### config.mk
export PLATFORM = sky130hd
export DESIGN_NAME = antilog_pipe
export DESIGN_NICKNAME = d
export VERILOG_FILES = /design/src/rtl/ialm_pkg.sv /design/src/rtl/antilog_shift.sv /design/src/rtl/antilog_pipe.sv
export SDC_FILE = /design/constraint.sdc
export NUM_CORES = 1
export LEC_CHECK = 0
export ABC_CLOCK_PERIOD_IN_PS = 1750
export CORE_MARGIN = 1.5
export CORE_UTILIZATION = 48
export CTS_CLUSTER_DIAMETER = 30
export DETAILED_ROUTE_END_ITERATION = 8
export PLACE_DENSITY = 0.79
export SLEW_MARGIN = 20
export SYNTH_ARGS = -nofsm -noshare
export SYNTH_HDL_FRONTEND = slang
export SYNTH_SLANG_ARGS = --single-unit
### constraint.sdc
create_clock -name clk -period 1.75 [get_ports clk]
set_input_delay 0.35 -clock clk [delete_from_list [all_inputs] [get_ports clk]]
set_output_delay 0.35 -clock clk [all_outputs]
set_load 0.005 [all_outputs]
### src/rtl/ialm_pkg.sv
// ialm_pkg: shared widths and types for the IALM approximate multiplier
// back end (log-to-linear conversion).
//   CHAR_W   - characteristic (integer log2) width
//   FRAC_W   - mantissa width
//   PROD_W   - linear product width (16x16 unsigned)
//   CHAR_SAT - characteristic value that saturates the product
//   SHIFT_W  - intermediate width of the mantissa shifter
package ialm_pkg;

    localparam int CHAR_W   = 5;
    localparam int FRAC_W   = 15;
    localparam int PROD_W   = 32;
    localparam int SUM_W    = CHAR_W + FRAC_W;
    localparam int M_W      = FRAC_W + 1;
    localparam int SHIFT_W  = M_W + 30;
    localparam logic [CHAR_W-1:0] CHAR_SAT = 5'd31;

    // Stage-1 payload: restored mantissa plus decoded control.
    typedef struct packed {
        logic [M_W-1:0]    m;
        logic [CHAR_W-1:0] sh;
        logic              z;
        logic              sat;
    } s1_t;

endpackage

### src/rtl/antilog_shift.sv
// antilog_shift: combinational antilog core.
//   i_m       - mantissa with hidden one restored, {1'b1, frac}
//   i_sh      - characteristic (left shift amount)
//   i_z       - an operand was zero, force product to 0
//   i_sat     - characteristic at saturation value, force all ones
//   o_product - floor(i_m * 2^i_sh / 2^FRAC_W)
module antilog_shift
    import ialm_pkg::*;
(
    input  logic [M_W-1:0]    i_m,
    input  logic [CHAR_W-1:0] i_sh,
    input  logic              i_z,
    input  logic              i_sat,
    output logic [PROD_W-1:0] o_product
);

    logic [SHIFT_W-1:0] w_ext;
    logic [SHIFT_W-1:0] w_shl;
    logic               w_unused_frac;

    assign w_ext = {{(SHIFT_W-M_W){1'b0}}, i_m};
    // Non-saturated shifts are at most 30, so the top result bit lands in
    // w_shl[45] and the linear value fits in 31 bits.
    assign w_shl = w_ext << i_sh;
    // Bits below the binary point are truncated away (floor).
    assign w_unused_frac = ^w_shl[FRAC_W-1:0];

    always_comb begin
        o_product = {{(PROD_W-(SHIFT_W-FRAC_W)){1'b0}}, w_shl[SHIFT_W-1:FRAC_W]};
        if (i_z)
            o_product = '0;
        else if (i_sat)
            o_product = '1;
    end

endmodule

### src/rtl/antilog_pipe.sv
// antilog_pipe: two-stage valid/ready log-to-linear converter.
//   clk, rst_n           - clock, async active-low reset
//   in_valid/in_ready    - input handshake for sumlog/in_zero
//   sumlog               - {char[4:0], frac[14:0]} log-domain sum
//   in_zero              - an operand was zero, product forced to 0
//   out_valid/out_ready  - output handshake for product
//   product              - approximate linear product
// Stage 1 registers the decoded operand, stage 2 registers the product.
module antilog_pipe
    import ialm_pkg::*;
(
    input  logic              clk,
    input  logic              rst_n,
    input  logic              in_valid,
    output logic              in_ready,
    input  logic [SUM_W-1:0]  sumlog,
    input  logic              in_zero,
    output logic              out_valid,
    input  logic              out_ready,
    output logic [PROD_W-1:0] product
);

    logic              r_s1_valid;
    s1_t               r_s1;
    logic              r_s2_valid;
    logic [PROD_W-1:0] r_s2_product;

    logic              w_s2_load;
    logic              w_s1_adv;
    logic              w_accept;
    logic [CHAR_W-1:0] w_char;
    logic [FRAC_W-1:0] w_frac;
    logic [PROD_W-1:0] w_prod;

    assign w_char    = sumlog[SUM_W-1:FRAC_W];
    assign w_frac    = sumlog[FRAC_W-1:0];

    // Stage 2 can take a new item when empty or draining this cycle;
    // stage 1 can take one when empty or moving into stage 2.
    assign w_s2_load = !r_s2_valid || out_ready;
    assign w_s1_adv  = r_s1_valid && w_s2_load;
    assign in_ready  = !r_s1_valid || w_s2_load;
    assign w_accept  = in_valid && in_ready;

    always_ff @(posedge clk or negedge rst_n) begin
        if (!rst_n) begin
            r_s1_valid <= 1'b0;
            r_s1       <= '0;
        end else begin
            if (in_ready)
                r_s1_valid <= in_valid;
            if (w_accept) begin
                r_s1.m   <= {1'b1, w_frac};
                r_s1.sh  <= w_char;
                r_s1.z   <= in_zero;
                r_s1.sat <= (w_char == CHAR_SAT);
            end
        end
    end

    antilog_shift u_shift (
        .i_m       (r_s1.m),
        .i_sh      (r_s1.sh),
        .i_z       (r_s1.z),
        .i_sat     (r_s1.sat),
        .o_product (w_prod)
    );

    // Product only changes when a new item enters, so it stays stable
    // under backpressure.
    always_ff @(posedge clk or negedge rst_n) begin
        if (!rst_n) begin
            r_s2_valid   <= 1'b0;
            r_s2_product <= '0;
        end else begin
            if (w_s2_load)
                r_s2_valid <= r_s1_valid;
            if (w_s1_adv)
                r_s2_product <= w_prod;
        end
    end

    assign out_valid = r_s2_valid;
    assign product   = r_s2_product;

endmodule

# Word level (Yosys, flattened, before mapping)
# Index checks and enable logic that the tools add are counted.
# word_totals
out_inout_bits,34
word_cells,17
ff_bits,57
# op_classes
shift,1
reduce_logical,6
n_mux,2
eq_ne,1
# op_table
op,n
2-to-1 mux 32 bit,2
left shift 16 x 5 -> 46 bit,1
equality test 5 bit (second input constant),1
logical AND 1 bit,2
logical NOT 1 bit,2
logical OR 1 bit,2

# Logic depth before layout (Yosys ltp)
# Gate-level depths: netlist of run 1.
# logic_depth
depth_word,4
depth_mapped,8
ltp_nobuf,5

# Cells and area by module
# Synthesis of run 1 repeated with hierarchy kept, for this count alone.
# hier_totals
cells_unflattened,291
hier_area_um2,3602.2
# modules_own_cells
module,seq_area_each_um2,area_per_inst_um2,cells_per_inst,n_inst
antilog_pipe,1426.4,2327.2,126,1
antilog_shift,0.0,1275.0,165,1

# Worst setup path before layout of run 1
# No wires, ideal clock.
# synth_timing
path_type,flip-flop to flip-flop
start,reg r_s1[4] (netlist bit)
end,"reg r_s2_product[27], in the netlist product[27]"
t_arrival_ns,1.596
path_slack_ns,0.027
stages_incl_launch_ff,6
period_less_slack_ns,1.723
path_cell_list,dfrtp_1 > buf_2 > mux2_2 > a22o_1 > a22o_1 > a221o_1
# synth_between
elab_chain_cells,3
# synth_rtl
item,line_no,rtl
"start, declared",antilog_pipe.sv:24,s1_t r_s1;
left shift 16 x 5 -> 46 bit,antilog_shift.sv:24,assign w_shl = w_ext << i_sh;
2-to-1 mux 32 bit,antilog_shift.sv:32,else if (i_sat)
2-to-1 mux 32 bit,antilog_shift.sv:30,if (i_z)
"end signal, assigned",antilog_pipe.sv:79,r_s2_product <= w_prod;
"end, declared",antilog_pipe.sv:26,logic [PROD_W-1:0] r_s2_product;
# No other way between the ends.
# A chain may end at the register's enable or synchronous reset.

# Worst setup path in the final report of run 1
# layout_timing
start,reg r_s1[3] (netlist bit)
end,"reg r_s2_product[2], in the netlist product[2]"
# The elaborated chain is that of the path after synthesis.

==> results of run 1 <==
[logic make-up (layout without fill, tap and decap cells)]
logic type             after synthesis  after routing  share of synthesized area (%)
AO/OA/AOI/OAI                       90             90                          17.95
buffers and inverters               26            133                          4.175
flip-flops                          57             57                          43.26
multiplexers                        63             63                          24.17
AND/OR/NAND/NOR                     68             68                          10.44
[where the power goes]
group          internal (mW)  switching [mW]
Sequential              1.53           0.199
Combinational           1.21           0.935
Clock                  0.722           0.512
Total                   3.46            1.65
[what timing repair did]
action                                  4_1_cts  5_1_grt
endpoints found under the setup margin       29       27
gates resized for setup                      34       22
setup buffers                                 4        2
pin swaps                                    11        4
[layer usage]
metal | track usage [%] | vias up
met1 | 32.52 | 1437
met2 | 42.38 | 90
met4 | 9.971 | 0
met3 | 6.256 | 20
li1 | - | 1362
met5 | 0 | -
[worst max-delay path: stages (launching register included)]
cell      delay, ns
dfrtp_1        0.38
buf_12         0.16
mux4_2         0.52
mux2_4         0.31
mux2i_2        0.19
nand2b_1       0.15
a21oi_2        0.05
[flip-flops by register name, indices dropped and copies added (netlist names)]
signal	flops
r_s1_valid	1
out_valid	1
product	32
r_s1	23
[Yosys cell counts (2+ instances only)]
library cell / number / area, µm²
a221o_1: 8 / 80.08
nand2_1: 22 / 82.58
nor3_1: 2 / 10.01
nor2_1: 11 / 41.29
or3_1: 3 / 18.77
a22oi_1: 3 / 22.52
a2bb2oi_1: 2 / 17.52
o31ai_1: 2 / 15.01
mux4_2: 9 / 202.7
a211oi_1: 2 / 15.01
buf_2: 8 / 40.04
a31oi_1: 5 / 31.28
o21ai_0: 17 / 85.08
a221oi_1: 2 / 17.52
nor2b_1: 7 / 43.79
o21ai_1: 4 / 20.02
a22o_1: 4 / 35.03
and3_1: 2 / 12.51
nand3_1: 4 / 20.02
and2_1: 3 / 18.77
mux2_2: 30 / 337.8
a21oi_1: 27 / 135.1
o21a_1: 3 / 22.52
o211ai_1: 3 / 22.52
inv_1: 3 / 11.26
buf_6: 4 / 45.04
a21o_1: 2 / 15.01
nand3b_1: 3 / 22.52
clkbuf_1: 10 / 37.54
dfrtp_1: 57 / 1426
mux2i_1: 23 / 230.2
nand2b_1: 7 / 43.79
o31a_1: 2 / 17.52
[cells in the final DEF, fill, tap and decap left out, types with 11 or more instances in the layout]
cell	synthesis	final
clkbuf_8	0	11
a21oi_1	27	24
mux2_2	30	26
dfrtp_1	57	54
nand2_1	22	19
buf_4	0	47
mux2i_1	23	15
clkdlybuf4s50_1	0	56
[path summary, 6_finish.rpt]
kind	end	slack [ns]	cells past startpoint
min in group clk	product[31]	0.48	1
min reg2reg	product[31]	0.48	1
max	product[2]	-0.11	6
max reg2reg	product[2]	-0.11	6
max in group asynchronous	r_s1[4]	1.48	2
min	product[11]	-0.003	2
[per-stage QoR]
step	util (%)	hold slack, ns	cells	worst slack, ns	total power [mW]
floorplan	-	0.05441	304	0.02740	2.717
global placement	63.87	0.3669	470	-0.1091	3.564
detailed placement	63.87	0.3748	470	-0.1371	3.606
CTS	68.62	0.005264	489	-0.09461	4.982
global route	70.06	0.01371	491	-0.1685	5.383
finish	70.06	-0.002856	491	-0.1086	5.108
[final cells by class]
type	count	area share, %
clock inverter	3	0.8506
clock buffer	12	3.296
timing repair buffer	115	23.02
sequential	57	30.38
tap	80	2.127
inverter	3	0.2392
multi-input combinational	221	40.09
==> impl_metrics.toml, run 1 <==
[synth]
synth_edf_count = 0
netlist_area_um2 = 3297
yosysSeqAreaShare_pct = 43.26
syn_nets = 329
synth_seq_cells = 57
synth_flop_cell = "dfrtp_1"
synth.distinct_cells = 43
syn_area_per_cell_um2 = 10.85
yosys_warnings = 0
ys_async_sr_fraction_pct = 100.0
syn_inst = 304

[routing]
wl_met2_mm = 4.365
first_pass_iters = 4
wl_met3_um = 388
wire_per_inst_um = 17.71
drc = 0
vias = 2909
drt_iter0_drc = 190
drtAntennaViolNets = 0
via_per_inst = 5.925
wl_met1_mm = 3.707
wl_mm = 8.697
routed.top_layer = "met4"

[clock_network]
clkTransAtPathRegs_ns = 0.07
cts_root_buffer = "clkbuf_8"
cts_made_buffers = 9
ctsHoldBuffers = 0
clk_path_buf_depth = 2
cts_sinks = 57
clock_latency_ns = 0.35
cts_tree = "yes"
htree_levels = 3

[sta]
slew_viol_final = 0
setup_ws_ns = -0.1086
skew_ns = 0.01017
relSlewSlack_pct = 70.46
setup-tns-final_ns = -0.9491
setup_viol = 19
max_freq_mhz = 538.0
period_share_pct = 106.2
tightest_slew_ns = 0.4423
grt_setup_unrepaired = "yes"
hold_viol_final = 10
post-route-min-period_ns = 1.859
holdWs_ns = -0.002856

[global_route]
track_usage_pct = 25.61
grt_max_degree = 58
grt_pass1_wl_mm = 14.52
antenna_found_initial = 0
grt-ovfl-total = 0
grt_pass1_vias = 2874

[cells_and_area]
area_growth_syn_to_layout_pct = 42.77
drive_gt1_share_pct = 35.04
seqCellArea_um2 = 1430
design_area_um2 = 4707
nFillCells = 480
fin_nets = 432
multiInputGateArea_um2 = 1887
n_antenna_cell = 0

[setup_path]
worstSetupPathType = "reg -> reg"
crit_arrival_ns = 2.10
cp-start-kind = "flip-flop"
critPathRequiredTime_ns = 1.99
crit_fanout = 13
r2r_start = "r_s1[3]"
critPathCaptureType = "flip-flop"
crit_start = "r_s1[3]"

[floorplanning]
dieArea_um2 = 7375
fp.dieW_um = 85.88
start_util_pct = 49.07
ioPinCount = 59
rows = 30
die_h_um = 85.88
core-area_um2 = 6719

[power_and_ir_drop]
power_density_nw_per_um2 = 1085
ir_drop_uv = 546.2
p_leak_nw = 2.009

[run_status]
failed_checks = "negative hold slack, negative setup slack"
status = "finished, violations left"

[run]
cap_violations = 0

[min_path]
hp-class = "in -> async"

[place]
place.detailed.hpwl_mm = 6.389
portBuffers = 58
place_congestion = 0.9213
dpl_cell_area_um2 = 4292
Note: power is estimated with default switching activity, not from simulation.
==> inputs of run 2 (changes only) <==
RECOVER_POWER = 100   (was default)
SLEW_MARGIN = 25   (was 20)
==> run 2 against run 1 <==
Net effect:
- the flow finishes with violations (negative setup slack)
- maximum frequency is essentially flat
- via count grew 0.62%
- sequential cell count is the same
- power shrank 0.13%
- global-route usage is the same
- register-to-register slack is essentially flat
- hold slack better by 0.40 ns
- critical path depth unchanged
- final area decreased by 0.32%
- clock power hardly changed
- die area did not move
==> impl_metrics.toml, run 2 (synthesis gave the netlist of run 1 again) <==
[min_path]
hp-class = "in -> async"

[global_route]
grt_max_degree = 58
grt_pass1_wl_mm = 14.52
grt-busiest-layer = "met2"
use_met3_pct = 6.256
grt_use_met2_pct = 42.38
antenna_found_initial = 0
grt_pass1_vias = 2874
track_usage_pct = 25.61
grt-ovfl-total = 0
use_met1_pct = 32.52

[floorplanning]
dieArea_um2 = 7375
fp.dieW_um = 85.88
start_util_pct = 49.07
ioPinCount = 59
die_h_um = 85.88
rows = 30
core-area_um2 = 6719

[sta]
slew_viol_final = 0
relSlewSlack_pct = 8.848
tightest_slew_ns = 1.367
grt_setup_unrepaired = "yes"
period_share_pct = 106.3
post-route-min-period_ns = 1.860
setup_viol = 19
setup-tns-final_ns = -0.9844
skew_ns = 0.008753
max_freq_mhz = 537.6
hold_viol_final = 0
setup_ws_ns = -0.1102

[routing]
wire_per_inst_um = 17.70
wl_mm = 8.689
drc = 0
vias = 2927
drtAntennaViolNets = 0
via_per_inst = 5.961
drt_iter0_drc = 190
first_pass_iters = 4

[setup_path]
cp_slowest_stage_delay_ns = 0.52
rrSetupSlack_ns = -0.11
worstSetupPathType = "reg -> reg"
critPathSlowestCell = "mux4_2"
crit_fanout = 13
critPathRequiredTime_ns = 1.99
crit_arrival_ns = 2.10
cp-start-kind = "flip-flop"
path_cells = "buf_12 -> mux4_2 -> mux2_4 -> mux2i_2 -> nand2b_1 -> a21oi_2"
critPathCaptureType = "flip-flop"

[cells_and_area]
mostFrequentLayoutCells = "clkdlybuf4s50_1 (56), dfrtp_1 (54), buf_4 (47)"
multiInputGateArea_um2 = 1887
design_area_um2 = 4692
area_growth_syn_to_layout_pct = 42.31
largest_register_ffs = 32
seqCellArea_um2 = 1430
layout_commonest_cell = "clkdlybuf4s50_1"
fin_nets = 432
n_antenna_cell = 0
drive_gt1_share_pct = 35.04
nFillCells = 482

[place]
post-place-ws_ns = -0.1371
place.detailed.hpwl_mm = 6.389
portBuffers = 58
place_congestion = 0.9213
dpl_cell_area_um2 = 4292

[run_status]
status = "finished, violations left"
failed_checks = "negative setup slack"

[clock_network]
clk_path_buf_depth = 2
cts_tree = "yes"
cts_made_buffers = 9
htree_levels = 3
cts_sinks = 57
clock_latency_ns = 0.35
clkTransAtPathRegs_ns = 0.06
ctsHoldBuffers = 0
cts_root_buffer = "clkbuf_8"

[power_and_ir_drop]
ir_drop_uv = 545.4
p_leak_nw = 2.004
power_density_nw_per_um2 = 1087

[run]
cap_violations = 0
## run 2: cell count changes in the layout (fill, tap and decap cells not counted), sizes merged
cell | before | now
clkbuf | 12 | 13
buf | 58 | 57
## run 2: area by class of cell
class                      count  area share (%)
sequential                    57           30.48
multi-input combinational    221           40.21
inverter                       3          0.2400
timing repair buffer         115           22.77
clock buffer                  12           3.307
clock inverter                 3          0.8533
tap                           80           2.133
## run 2: worst max-delay path, delay by kind of cell, from the launching register on
family	cells	cell delay [ns]
AOI/OAI and AO/OA	1	0.05
buffers and inverters	1	0.16
DFF	1	0.38
muxes	3	1.02
and+or+nand+nor	1	0.15
## run 2: timing repair
item	CTS	global route
setup endpoints to repair	29	27
buffers inserted	4	2
resized for setup	34	22
pin swaps	11	4
## run 2: final timing paths
kind                       cells after the start           to        start
min in group clk                               1  product[31]  product[31]
setup reg to reg                               6   product[2]      r_s1[3]
hold reg to reg                                1  product[31]  product[31]
setup / recovery                               6   product[2]      r_s1[3]
max in group asynchronous                      2      r_s1[4]        rst_n
hold / removal                                 2  product[25]        rst_n
## run 2: metal layers
layer  wire [µm]  vias to the layer above  part of all wire (%)
li1            -                     1362                     -
met1        3634                     1427                    42
met2        4326                      116                    50
met3         478                       22                   5.5
met4         251                        0                   2.9
met5           0                        -                     0
## run 2: through the flow
stage          hold slack [ns]  power [mW]  cells  utilization, %
3_3_place_gp            0.3669       3.564    470           63.87
5_1_grt                 0.5095       5.378    491           69.83
4_1_cts               0.005264       4.982    489           68.62
6_report                0.3984       5.102    491           69.83
3_5_place_dp            0.3748       3.606    470           63.87
2_1_floorplan          0.05441       2.717    304               -
## run 2: where the power goes
part | switching [mW] | internal (mW)
combinational | 0.935 | 1.20
sequential | 0.198 | 1.53
clock | 0.510 | 0.722
total | 1.64 | 3.46
==> inputs of run 3 (changes only) <==
CORE_MARGIN = default   (was 1.5)
==> run 3 against run 2 <==
Net effect:
- via count up 2.6%
- highest routed layer unchanged
- the run ends with design-rule violations, negative setup slack left
- global-route usage grew 2.6 points
- sequential cell count unchanged
- maximum frequency down 1.3%
- register-to-register slack lost 0.03 ns
- combinational power is 4% higher
- power rose by 5.4%
- clock power is 17% higher
==> impl_metrics.toml, run 3 (synthesis gave the netlist of run 1 again) <==
[setup_path]
crit_fanout = 14
critPathCaptureType = "flip-flop"
critPathRequiredTime_ns = 2.02
cp-start-kind = "flip-flop"
cp_slowest_stage_delay_ns = 0.40
crit_arrival_ns = 2.15
critPathSlowestCell = "a222oi_1"
worstSetupPathType = "reg -> reg"
cpMostUsedCell = "buf_4"
path_cells = "buf_12 -> buf_4 -> or2_4 -> a222oi_1 -> buf_4 -> a21oi_1 -> a31oi_1"

[floorplanning]
rows = 29
start_util_pct = 50.76
dieArea_um2 = 7204
die_h_um = 84.88
fp.dieW_um = 84.88
ioPinCount = 59
core-area_um2 = 6495

[routing]
wl_met1_mm = 4.044
drt_iter0_drc = 181
wire_per_inst_um = 18.68
drc = 4
wl_met3_um = 516
first_pass_iters = 7
vias = 3002
drtAntennaViolNets = 0
via_per_inst = 5.945
wl_met2_mm = 4.686
routed.top_layer = "met4"
wl_mm = 9.434

[cells_and_area]
layout_commonest_cell = "buf_4"
drive_gt1_share_pct = 35.05
fin_util_pct = 73.67
fin_cells = 505
nFillCells = 441
seqCellArea_um2 = 1426
fin_nets = 448
mostFrequentLayoutCells = "buf_4 (63), dfrtp_1 (57), clkdlybuf4s50_1 (56)"
largest_register_ffs = 32
n_antenna_cell = 0
multiInputGateArea_um2 = 1831
area_growth_syn_to_layout_pct = 45.12

[clock_network]
cts_sinks = 57
cts_made_buffers = 9
htree_levels = 3
clkTransAtPathRegs_ns = 0.07
clock_latency_ns = 0.35
clk_path_buf_depth = 2
cts_root_buffer = "clkbuf_8"
cts_tree = "yes"

[power_and_ir_drop]
power_density_nw_per_um2 = 1124
ir_drop_uv = 742.7
p_leak_nw = 2.070
switchingPower_mw = 1.712
clkPwrFrac_pct = 26.7
switching_share_pct = 31.84
finalPower_mw = 5.378
seq_power_share_pct = 31.9
internal_power_mw = 3.665
combPwrFrac_pct = 41.4

[place]
place.detailed.hpwl_mm = 6.713
placed_cells = 479
portBuffers = 58
place_congestion = 0.9095

[global_route]
grt_pass1_vias = 2913
grt-ovfl-total = 0
grt_pass1_wl_mm = 15.39
antenna_found_initial = 0
grt_max_degree = 58
track_usage_pct = 28.16

[sta]
slew_viol_final = 0
post-route-min-period_ns = 1.885
period_share_pct = 107.7
setup_viol = 22
max_freq_mhz = 530.4
hold_viol_final = 0
relSlewSlack_pct = 48.40
tightest_slew_ns = 0.7740
grt_setup_unrepaired = "yes"
setup_ws_ns = -0.1354
skew_ns = 0.008598
setup-tns-final_ns = -1.762

[run_status]
status = "finished, violations left"
failed_checks = "design-rule violations, negative setup slack"

[run]
cap_violations = 0

[min_path]
hp-class = "reg -> reg"
==> run 3: worst paths after layout <==
check / startpoint / endpoint / slack, ns / cells past startpoint
min reg2reg: product[18] / product[18] / 0.49 / 2
min in group asynchronous: rst_n / product[16] / 0.73 / 3
max reg2reg: r_s1[3] / product[14] / -0.14 / 7
min: product[18] / product[18] / 0.49 / 2
max in group asynchronous: rst_n / r_s1[4] / 0.51 / 3
max: r_s1[3] / product[14] / -0.14 / 7
==> run 3: cell type report <==
class | instances | area share [%]
timing repair buffer | 131 | 24.87
multi-input combinational | 221 | 38.26
inverter | 3 | 0.2354
clock inverter | 4 | 1.569
tap | 77 | 2.014
clock buffer | 12 | 3.243
sequential | 57 | 29.81
==> run 3: power groups by stage <==
stage / clock network [mW] / logic, mW / registers [mW]
after detailed placement: 0 / 1.98 / 1.73
after global routing: 1.53 / 2.38 / 1.74
after CTS: 1.46 / 2.11 / 1.71
after global placement: 0 / 1.95 / 1.72
final: 1.44 / 2.23 / 1.71
after floorplan: 0 / 1.01 / 1.71
==> run 3: worst max-delay path, delay by kind of cell, from the launching register on <==
kind | cells | cell delay (ns)
and+or+nand+nor | 1 | 0.26
DFF | 1 | 0.39
buffers and inverters | 3 | 0.54
AOI/OAI and AO/OA | 3 | 0.61
==> run 3: timing repair <==
item                                    CTS  global route
endpoints found under the hold margin    14             0
endpoints found under the setup margin   27            28
pin swaps                                 5             4
hold buffers                              1             0
buffers inserted                          8             1
gates resized for setup                  24            14
==> run 3: routing by layer <==
layer | GRT usage (%) | up-vias
met5 | 0 | -
li1 | - | 1384
met1 | 36.95 | 1463
met3 | 5.350 | 20
met2 | 46.49 | 135
met4 | 11.09 | 0
==> run 3: per-stage QoR <==
step                hold slack (ns)  area, µm²  worst slack [ns]
global route                 0.5245       4785           -0.2067
finish                       0.4866       4785           -0.1354
floorplan                   0.05441       3297           0.02740
global placement             0.3715       4378           -0.1360
CTS                          0.5009       4721           -0.1074
detailed placement           0.3747       4378           -0.2102
==> RTL change 1 (flow settings as in run 3) <==
Reset style: synchronous (`rst_n`), changed in 2 clocked blocks. Comments in the files are not updated.
--- a/src/rtl/antilog_pipe.sv
+++ b/src/rtl/antilog_pipe.sv
@@ -42,7 +42,7 @@
     assign in_ready  = !r_s1_valid || w_s2_load;
     assign w_accept  = in_valid && in_ready;
 
-    always_ff @(posedge clk or negedge rst_n) begin
+    always_ff @(posedge clk) begin
         if (!rst_n) begin
             r_s1_valid <= 1'b0;
             r_s1       <= '0;
@@ -68,7 +68,7 @@
 
     // Product only changes when a new item enters, so it stays stable
     // under backpressure.
-    always_ff @(posedge clk or negedge rst_n) begin
+    always_ff @(posedge clk) begin
         if (!rst_n) begin
             r_s2_valid   <= 1'b0;
             r_s2_product <= '0;
Function: differs if rst_n is asserted again (counterexample within 4 cycles, from zero or initial values and one cycle with rst_n low); with rst_n held inactive, the same outputs for 10 cycles.
==> RTL change 1 against run 3 <==
  * The run ends with negative setup slack left
  * Worst setup slack gained 120 ps
  * Wire length up 19%
  * Cell count grew 24%
  * Area after synthesis grew 9.8%
  * Sequential cell count is the same
  * Maximum frequency up 7.0%
  * Sequential share of layout area fell by 6.5 points
  * Hold slack lost 7.0 ps
  * Design area grew 3.2%
  * Largest cell class unchanged
  * Highest routed layer unchanged
Power is not compared: it rests on default switching activity, and its combinational part moved more than twofold at a synthesized area within 25%.
==> RTL change 1: results <==
metrics = {
    "outcome": {
        "status": "finished with violations",
        "violations": "negative setup slack",
    },
    "place": {
        "placed_cell_area_mm2": 0.00458,
        "gp_congestion": 0.972,
        "dp.cells": 601,
        "hpwl_um": 8220,
    },
    "cells_and_area": {
        "register_area_mm2": 0.00115,
        "fillers": 636,
        "nNetsFinal": 547,
        "drive_gt1_frac": 0.237,
    },
    "detailed_routing": {
        "maxUsedRoutingLayer": "met4",
        "drc": 0,
        "num_vias": 3681,
        "drtPass1Iterations": 5,
        "drtIter0Drc": 286,
        "wl_met2_um": 5500,
        "wl_met3_um": 621,
        "avgViaCountPerCell": 5.88,
        "m1WireLength_um": 4690,
    },
    "yosys": {
        "synth_cell_types": 61,
        "synth_cells": 427,
        "synthTopCellsByArea": "dfxtp_1, a21oi_1, nand2_1, mux2i_1, mux4_2",
        "synth_fp_nets": 452,
        "ys_seq_area_frac": 0.315,
        "synth_compound_area_frac": 0.214,
        "async_reset_ff_frac": 0,
        "synth_mux_area_frac": 0.171,
    },
    "setup_path": {
        "slowest_stage": "dfxtp_4",
        "r2r_end": "product[4]",
        "r2r_start": "r_s1[3]",
        "arrival_ps": 1980,
        "critPathMaxFanout": 9,
    },
    "global_routing": {
        "use_met1": 0.376,
        "met3_usage": 0.0550,
        "use_met2": 0.513,
        "grt_pass1_wl_um": 17500,
        "first_global_vias": 3329,
    },
    "timing": {
        "clock_skew_ps": 8.76,
        "hold_slack_ps": 480,
        "finalSetupViolations": 7,
        "tightestPinTransition_ps": 452,
        "worst_slack_ps": -12.1,
    },
    "cts": {
        "post_cts_buffers": 2,
        "ctsResizeCount": 12,
    },
    "min_path": {
        "holdCritStartpoint": "r_s1[11]",
        "worstHoldEndpoint": "r_s1[11]",
    },
}
-- RTL change 1: per-stage QoR --
| stage | setup slack, ps | setup TNS, ps |
|---|---|---|
| after floorplan | 91.0 | 0 |
| after global placement | -268 | -5440 |
| after detailed placement | -300 | -8270 |
| after CTS | -45.3 | -217 |
| after global routing | -89.0 | -851 |
| final | -12.1 | -45.3 |
-- RTL change 1: cell type report --
cell class | instances | share of cell area
clock inverters | 5 | 0.0112
clock buffers | 11 | 0.0286
repair buffers | 121 | 0.246
inverters | 4 | 0.00304
well taps | 99 | 0.0251
multi-input cells | 329 | 0.453
flip-flops and latches | 57 | 0.233
-- RTL change 1: worst max-delay path by stage --
stage	from	to	cells past startpoint
global placement	out_ready	in_ready	4
finish	r_s1[3]	product[4]	7
CTS	r_s1[3]	product[9]	6
detailed placement	out_ready	in_ready	4
floorplan	r_s1[3]	product[0]	5
global route	r_s1[3]	product[4]	7
-- RTL change 1: power by group --
group,switching (mW),internal [mW]
clock network,0.545,0.691
registers,0.0623,1.34
logic,0.364,0.380
==> RTL change 2 (settings of run 3) <==
Made on the original files. Set the package constant `FRAC_W` to 30 (it was 15).
--- a/src/rtl/ialm_pkg.sv
+++ b/src/rtl/ialm_pkg.sv
@@ -8,7 +8,7 @@
 package ialm_pkg;
 
     localparam int CHAR_W   = 5;
-    localparam int FRAC_W   = 15;
+    localparam int FRAC_W   = 30;
     localparam int PROD_W   = 32;
     localparam int SUM_W    = CHAR_W + FRAC_W;
     localparam int M_W      = FRAC_W + 1;
Ports: changed (resized sumlog); port bits go from 59 to 74. The function was not compared with the original's and may differ.
==> RTL change 2 against run 3 <==
  * The flow finishes with violations (negative setup slack)
  * Area after synthesis increased by 32%
  * Wire length increased by 31%
  * Global-route usage decreased by 0.83 points
  * Non-clock buffer count increased by 30
  * Sequential cell count increased by 15
  * Power increased by 28%
  * Worst setup slack got worse by 230 ps
  * Design area increased by 31%
  * Critical path type unchanged
  * Largest cell class unchanged
  * Largest power group unchanged
==> RTL change 2: results <==
metrics = {
    "outcome": {
        "status": "finished with violations",
        "violations": "negative setup slack",
    },
    "timing": {
        "hold_slack_ps": 246,
        "clock_skew_ps": 11.5,
        "finalSetupViolations": 29,
        "max-slew-margin-rel": 0.353,
        "worst_slack_ps": -362,
    },
    "cells_and_area": {
        "drive_gt1_frac": 0.427,
        "largest_reg_flops": 38,
        "final_cells": 623,
        "fillers": 610,
        "nNetsFinal": 550,
    },
    "yosys": {
        "synth_fp_nets": 410,
        "ys_seq_area_frac": 0.414,
        "synth_cells": 370,
        "synthTopCellsByArea": "dfrtp_1, mux2_2, mux2i_1, mux4_1, mux4_2",
        "synth_common_cells": "dfrtp_1, mux2_2, mux2i_1, o21ai_0, nand2_1",
    },
    "pwr": {
        "p_clk_mw": 1.49,
        "internal_power_mw": 4.54,
        "p_leak_nw": 2.77,
        "ir_drop_mv": 0.596,
    },
    "global_routing": {
        "grt_max_degree": 73,
        "track_usage": 0.273,
        "first_global_vias": 3877,
        "grt_pass1_wl_um": 20200,
    },
    "place": {
        "port_buffers": 73,
        "hpwl_um": 8760,
        "dp.cells": 593,
        "gp_congestion": 0.892,
        "pre_cts_slack_ps": -427,
        "placed_cell_area_mm2": 0.00569,
    },
    "setup_path": {
        "critPathMaxFanout": 6,
        "slowest_stage": "mux4_2",
        "arrival_ps": 2360,
        "r2r_end": "product[6]",
        "critical_path.max_stage_delay_ps": 460,
    },
    "min_path": {
        "worstHoldPathType": "input pin to asynchronous set/reset pin",
    },
    "detailed_routing": {
        "drtPass1Iterations": 5,
        "totalWireLength_um": 12400,
        "drtIter0Drc": 189,
    },
    "cts": {
        "clkTransAtPathRegs_ps": 90,
    },
}
==> RTL change 2: cell type report <==
| class | instances | area, um^2 | area share |
|---|---|---|---|
| Clock buffer | 9 | 124 | 0.0198 |
| Clock inverter | 7 | 95.1 | 0.0152 |
| Inverter | 4 | 15.0 | 0.00240 |
| Multi-Input combinational cell | 262 | 2620 | 0.418 |
| Sequential cell | 72 | 1800 | 0.288 |
| Tap cell | 108 | 135 | 0.0216 |
| Timing Repair Buffer | 161 | 1470 | 0.235 |
==> RTL change 2: worst max-delay path by stage <==
stage                 start          end  cells after the start
global route        r_s1[3]  product[10]                      7
CTS                 r_s1[3]  product[10]                      7
finish              r_s1[3]   product[6]                      8
global placement    r_s1[3]  product[10]                      6
floorplan           r_s1[3]  product[10]                      7
detailed placement  r_s1[3]   product[8]                      6
==> RTL change 2: routing by layer <==
layer	track usage	routed length, um	vias up
met5	0	0	-
met4	0.123	386	0
met3	0.0410	662	34
met2	0.454	6200	148
met1	0.356	5140	1835
li1	-	-	1699
==> RTL change 2: cell families (layout without fill, tap and decap cells) <==
logic type             Yosys count  count (layout)  synth area share
AND/OR/NAND/NOR                 66              66            0.0745
AO/OA/AOI/OAI                   92              92             0.137
flip-flops                      72              72             0.414
multiplexers                   104             104             0.330
buffers and inverters           36             181            0.0440
==> RTL change 2: worst max-delay path, delay by kind of cell, from the launching register on <==
kind	cells	cell delay, ps
muxes	2	790
DFF	1	410
AOI/OAI and AO/OA	3	430
buffers and inverters	3	370
==> RTL change 2: repair_timing <==
| action | in CTS | in global routing |
|---|---|---|
| hold buffers | 0 | 0 |
| gates resized for setup | 75 | 26 |
| setup endpoints to repair | 31 | 32 |
| setup buffers | 13 | 2 |
| hold endpoints to repair | 0 | 0 |
| pin swaps | 18 | 6 |
